### src/rtl/key_event_arbiter.sv
// rtl/key_event_arbiter.sv - debounced key levels to one-at-a-time press events
//
// Turns debounced key levels into single press events. It keeps at most one
// queued press per key and presents queued presses one at a time over a
// valid/ready handshake. Grants are round-robin, and a hold-off gap follows
// every accepted event.
//
// Ports:
//   clk          system clock, all state on rising edge
//   reset        asynchronous active-low reset
//   key_in       debounced key levels, 1 = pressed
//   ev_ready     consumer accepts the presented event
//   clr_overrun  synchronous clear of the sticky overrun flags
//   ev_valid     an event is presented
//   ev_id        index of the presented key
//   ev_onehot    one-hot of the presented key, 0 when ev_valid = 0
//   pending      presses queued but not yet presented
//   overrun      sticky per-key flag: a press was lost
//   busy         high while presenting or in the hold-off gap
module key_event_arbiter #(
   parameter int NUM_KEYS   = 4,
   parameter int ID_W       = 2,
   parameter int GAP_CYCLES = 4
) (
   input  logic                clk,
   input  logic                reset,
   input  logic [NUM_KEYS-1:0] key_in,
   input  logic                ev_ready,
   input  logic                clr_overrun,
   output logic                ev_valid,
   output logic [ID_W-1:0]     ev_id,
   output logic [NUM_KEYS-1:0] ev_onehot,
   output logic [NUM_KEYS-1:0] pending,
   output logic [NUM_KEYS-1:0] overrun,
   output logic                busy
);

   typedef enum logic [1:0] {
      IDLE    = 2'd0,
      PRESENT = 2'd1,
      GAP     = 2'd2
   } state_t;

   localparam logic [7:0] GAP_LOAD = (GAP_CYCLES == 0) ? 8'd0 : 8'(GAP_CYCLES - 1);

   state_t              state, state_next;
   logic [NUM_KEYS-1:0] key_prev;
   logic [ID_W-1:0]     rr_ptr, rr_ptr_next;
   logic [7:0]          gap_cnt, gap_cnt_next;

   logic                ev_valid_next;
   logic [ID_W-1:0]     ev_id_next;
   logic [NUM_KEYS-1:0] ev_onehot_next;
   logic [NUM_KEYS-1:0] pending_next;
   logic [NUM_KEYS-1:0] overrun_next;
   logic                busy_next;

   logic [NUM_KEYS-1:0] rise;
   logic [NUM_KEYS-1:0] capture_mask;
   logic [NUM_KEYS-1:0] ovr_set;
   logic [NUM_KEYS-1:0] grant_onehot;
   logic [ID_W-1:0]     grant_id;
   logic                grant_found;
   logic [ID_W:0]       cand_sum;
   logic [ID_W-1:0]     cand;

   assign rise = key_in & ~key_prev;

   // Round-robin search: first pending key at or above rr_ptr, wrapping.
   // rr_ptr and k are both below NUM_KEYS, so one subtraction wraps the sum.
   always_comb begin
      grant_found = 1'b0;
      grant_id    = '0;
      cand_sum    = '0;
      cand        = '0;
      for (int k = 0; k < NUM_KEYS; k++) begin
         cand_sum = {1'b0, rr_ptr} + (ID_W+1)'(k);
         if (cand_sum >= (ID_W+1)'(NUM_KEYS))
            cand_sum = cand_sum - (ID_W+1)'(NUM_KEYS);
         cand = cand_sum[ID_W-1:0];
         if (!grant_found && pending[cand]) begin
            grant_found = 1'b1;
            grant_id    = cand;
         end
      end
   end

   assign grant_onehot = NUM_KEYS'(1) << grant_id;
   assign capture_mask = (state == IDLE && grant_found) ? grant_onehot : '0;

   // A rise on the key being captured this cycle re-queues it without overrun.
   assign pending_next = (pending & ~capture_mask) | rise;
   assign ovr_set      = rise & pending & ~capture_mask;
   assign overrun_next = (clr_overrun ? '0 : overrun) | ovr_set;

   always_comb begin
      state_next     = state;
      ev_valid_next  = ev_valid;
      ev_id_next     = ev_id;
      ev_onehot_next = ev_onehot;
      rr_ptr_next    = rr_ptr;
      gap_cnt_next   = gap_cnt;
      case (state)
         IDLE: begin
            if (grant_found) begin
               ev_id_next     = grant_id;
               ev_onehot_next = grant_onehot;
               ev_valid_next  = 1'b1;
               state_next     = PRESENT;
            end
         end
         PRESENT: begin
            if (ev_valid && ev_ready) begin
               ev_valid_next  = 1'b0;
               ev_onehot_next = '0;
               rr_ptr_next    = (ev_id == ID_W'(NUM_KEYS - 1)) ? '0 : ev_id + 1'b1;
               if (GAP_CYCLES == 0) begin
                  state_next = IDLE;
               end else begin
                  state_next   = GAP;
                  gap_cnt_next = GAP_LOAD;
               end
            end
         end
         GAP: begin
            if (gap_cnt == 8'd0)
               state_next = IDLE;
            else
               gap_cnt_next = gap_cnt - 8'd1;
         end
         default: state_next = IDLE;
      endcase
   end

   assign busy_next = (state_next != IDLE);

   always_ff @(posedge clk or negedge reset) begin
      if (!reset) begin
         state     <= IDLE;
         key_prev  <= '1;
         rr_ptr    <= '0;
         gap_cnt   <= 8'd0;
         ev_valid  <= 1'b0;
         ev_id     <= '0;
         ev_onehot <= '0;
         pending   <= '0;
         overrun   <= '0;
         busy      <= 1'b0;
      end else begin
         state     <= state_next;
         key_prev  <= key_in;
         rr_ptr    <= rr_ptr_next;
         gap_cnt   <= gap_cnt_next;
         ev_valid  <= ev_valid_next;
         ev_id     <= ev_id_next;
         ev_onehot <= ev_onehot_next;
         pending   <= pending_next;
         overrun   <= overrun_next;
         busy      <= busy_next;
      end
   end

endmodule

### config.mk
export PLATFORM = sky130hd
export DESIGN_NAME = key_event_arbiter
export DESIGN_NICKNAME = d
export VERILOG_FILES = /design/src/rtl/key_event_arbiter.sv
export SDC_FILE = /design/constraint.sdc
export NUM_CORES = 1
export LEC_CHECK = 0
export CORE_ASPECT_RATIO = 0.7
export CORE_MARGIN = 2
export CORE_UTILIZATION = 40
export DETAILED_ROUTE_END_ITERATION = 10
export SYNTH_ARGS = -nofsm -noshare
export SYNTH_HDL_FRONTEND = slang
export SYNTH_SLANG_ARGS = --single-unit
### constraint.sdc
create_clock -name clk -period 3.65 [get_ports clk]
set_input_delay 0.73 -clock clk [delete_from_list [all_inputs] [get_ports clk]]
set_output_delay 0.73 -clock clk [all_outputs]
set_load 0.02 [all_outputs]
==> reports/metrics.csv <==
stage,metric,value,unit
outcome,run status,"complete, no violations",
clock_tree,CTS HTree Levels,2,
logic_synthesis,ys flop type,dfrtp_1,
hold_path,WHS Endpoint,state[0]$_DFF_PN0_,
clock_tree,clk slew on worst S/H paths,70,ps
logic_synthesis,Area contributors post-synth,"dfrtp_1, dfstp_2, nand2_1, nor2_1, a31oi_1",
logic_synthesis,"EDFF count, synth",0,
clock_tree,post_cts resized,0,
routing,Iteration-0 DRC Markers,47,
sta,Final min period,2130,ps
routing,top layer in use,met4,
logic_synthesis,Syn Inst Count,147,
global_route,Total GRT Usage,15.4,%
sta,normalized max-slew margin,58.7,%
power_and_ir_drop,VDD IR-drop max,0.000425,V
power_and_ir_drop,internal power,0.911,mW
critical_path,R2R Setup Slk,1790,ps
power_and_ir_drop,leakage,0.792,nW
critical_path,CP Capture Type,output port,
critical_path,worst reg2reg endpoint,busy$_DFF_PN0_,
global_route,vias in the first global route,1080,
routing,DR vias,1217,
critical_path,CP cell instances,clkdlybuf4s50_1,
critical_path,startpoint types,flop,
cells_and_area,final core occ,51.7,%
sta,Final setup viols,0,
cells_and_area,fin cells,223,
routing,Routed Antenna Nets,0,
logic_synthesis,sequential area share after synthesis,54.2,%
hold_path,min-delay src,state[1]$_DFF_PN0_,
global_route,grt total ovfl,0,
die,Initial Utilization,42.1,%
place,dpl cells,216,
power_and_ir_drop,Pwr Density,852,nW/µm²
routing,Vias/cell,5.46,
cells_and_area,Layout area overhead,23.0,%
cells_and_area,layout cells sized above 1,9.83,%
logic_synthesis,syn_nets,158,
logic_synthesis,Yosys cell types,34,
logic_synthesis,top-count cell post-synth,dfrtp_1,
sta,worst slew pin tran,617,ps
job,max_cap viols,0,
critical_path,largest delay contributor family on the critical path,buffers and inverters,
clock_tree,hold buffer count at cts,0,
critical_path,FF-to-FF Start,gap_cnt[4]$_DFFE_PN0P_,
die,DIE AREA,4230,µm²
critical_path,Worst path slowest cell,clkdlybuf4s50_1,
clock_tree,CTS tree,built,
clock_tree,setup bufs post-CTS,0,
power_and_ir_drop,Clock power frac,16.2,%
routing,drt wl/cell,13.9,µm
routing,Remaining DRCs,0,
global_route,first-pass GRT wire length,4900,µm
place,Port Buffers,23,
power_and_ir_drop,Sw Pwr,0.647,mW
die,Die X,76.9,µm
critical_path,FF-to-FF path depth,4,
sta,fmax,0.469,GHz
logic_synthesis,"area leader, netlist",dfrtp_1,
critical_path,crit path kind,flop to output port,
hold_path,hold depth,1,
sta,setup TNS,0,ps
critical_path,Worst Path Arrival,1400,ps
cells_and_area,Ant. Diodes,0,
hold_path,Hold WC Path Type,flop to flop,
clock_tree,root buffer cell,clkbuf_8,
clock_tree,total CTS buffers,5,
sta,RSZ-0062 raised after global routing,no,
logic_synthesis,most frequent cells after synthesis,"dfrtp_1, nand2_1, nor2_1",
critical_path,CP bufs+invs,1,
logic_synthesis,Mapped Area,1490,µm²
critical_path,Worst Path Required,2920,ps
die,Rows,18,
routing,met2 routed wirelength,1240,µm
sta,max-slew violations,0,
critical_path,Max Fanout on Critical Path,8,
power_and_ir_drop,sequential power share,38.7,%
routing,WL final,3100,µm
logic_synthesis,share of the synthesized area in the top cell type,47.1,%
die,Die H,55.0,µm
clock_tree,Clock Latency Late Sink,280,ps
power_and_ir_drop,Comb power frac,45.1,%
routing,Met3 Wirelength,175,µm
logic_synthesis,"FFs w/ async S/R, synth",100,%
routing,drt pass-1 iters,4,
power_and_ir_drop,switching part of the total,41.5,%
global_route,initial antenna violation count,0,
place,routability cong.,0.743,
clock_tree,total clock sinks,32,
cells_and_area,Final Net Count,184,
die,floorplan core area,3540,µm²
logic_synthesis,synth warn,0,
die,IO Pins,24,
clock_tree,clock buffer depth,2,
critical_path,CP peak stage delay,650,ps
sta,clock skew,6.11,ps
routing,Met1 Wirelength,1650,µm
sta,crit share post-route,58.4,%
sta,Final Hold Viols,0,
place,DP HPWL,2190,µm
logic_synthesis,Mean Syn Cell Area,10.1,µm²
logic_synthesis,#FFs+latches synth,32,
global_route,largest net degree at the start of global routing,33,
## cell type report
cell class / instances / area, µm²
inverters: 5 / 18.8
multi-input cells: 105 / 627
fillers: 329 / 1710
clock buffers: 6 / 72.6
repair buffers: 24 / 238
clock inverters: 1 / 5.00
flip-flops and latches: 32 / 806
well taps: 50 / 62.6
## registers in the layout, summed over array words and instances, names as in the netlist
register   flops
gap_cnt        8
ev_onehot      4
key_prev       4
overrun        4
pending        4
ev_id          2
rr_ptr         2
state          2
busy           1
ev_valid       1
## placed cells by master (no fill, tap or decap), drive strengths merged, types with 2 or more instances in the layout
cell type,synthesis,routed
dfrtp,28,28
clkdlybuf4s50,0,23
nand2,21,21
nor2,17,17
nor2b,9,9
a31oi,9,9
or4,7,7
o211ai,7,7
clkbuf,1,6
inv,5,5
a21oi,5,5
a32o,4,4
dfstp,4,4
ha,3,3
or3,3,3
nor4,2,2
nand2b,2,2
a311oi,2,2
or2,2,2
o21ai,2,2
## cell families (layout without fill, tap and decap cells)
group	Yosys count	after routing	share of synthesized area (%)
mux	1	1	0.757
compound gates	34	34	16.3
flops	32	32	54.2
simple gates	67	67	22.5
buf+inv	10	36	3.70
fa+ha+maj	3	3	2.52
## metal layers
metal | GRT usage [%] | up-vias
met5 | 0 | -
met2 | 23.5 | 35
met3 | 4.55 | 8
li1 | - | 589
met4 | 5.76 | 0
met1 | 21.0 | 585
## power groups by stage
stage               Sequential [mW]  Clock, mW  Combinational (mW)
floorplan                     0.661          0               0.400
detailed placement            0.606          0               0.705
global route                  0.622      0.273               0.784
finish                        0.603      0.253               0.702
CTS                           0.603      0.256               0.708
global placement              0.600          0               0.690
## through the flow
step	power (mW)	instance area [µm²]	setup WS, ps	hold slack (ps)
after detailed placement	1.31	1750	1480	463
after global placement	1.29	1750	1520	474
after global routing	1.68	1830	1470	499
after CTS	1.57	1830	1530	474
final	1.56	1830	1520	487
after floorplan	1.06	1490	1880	434
## how the worst max path moves through the flow
stage	start	to	slack (ps)	cells after the start
after floorplan	ev_ready	gap_cnt[3]$_DFFE_PN0P_	1880	4
after global placement	ev_ready	busy$_DFF_PN0_	1520	4
after detailed placement	ev_ready	busy$_DFF_PN0_	1480	4
after CTS	pending[2]$_DFF_PN0_	pending[2]	1530	1
after global routing	pending[2]$_DFF_PN0_	pending[2]	1470	1
final	pending[2]$_DFF_PN0_	pending[2]	1520	1
No activity file was read; power rests on OpenSTA's default activity.
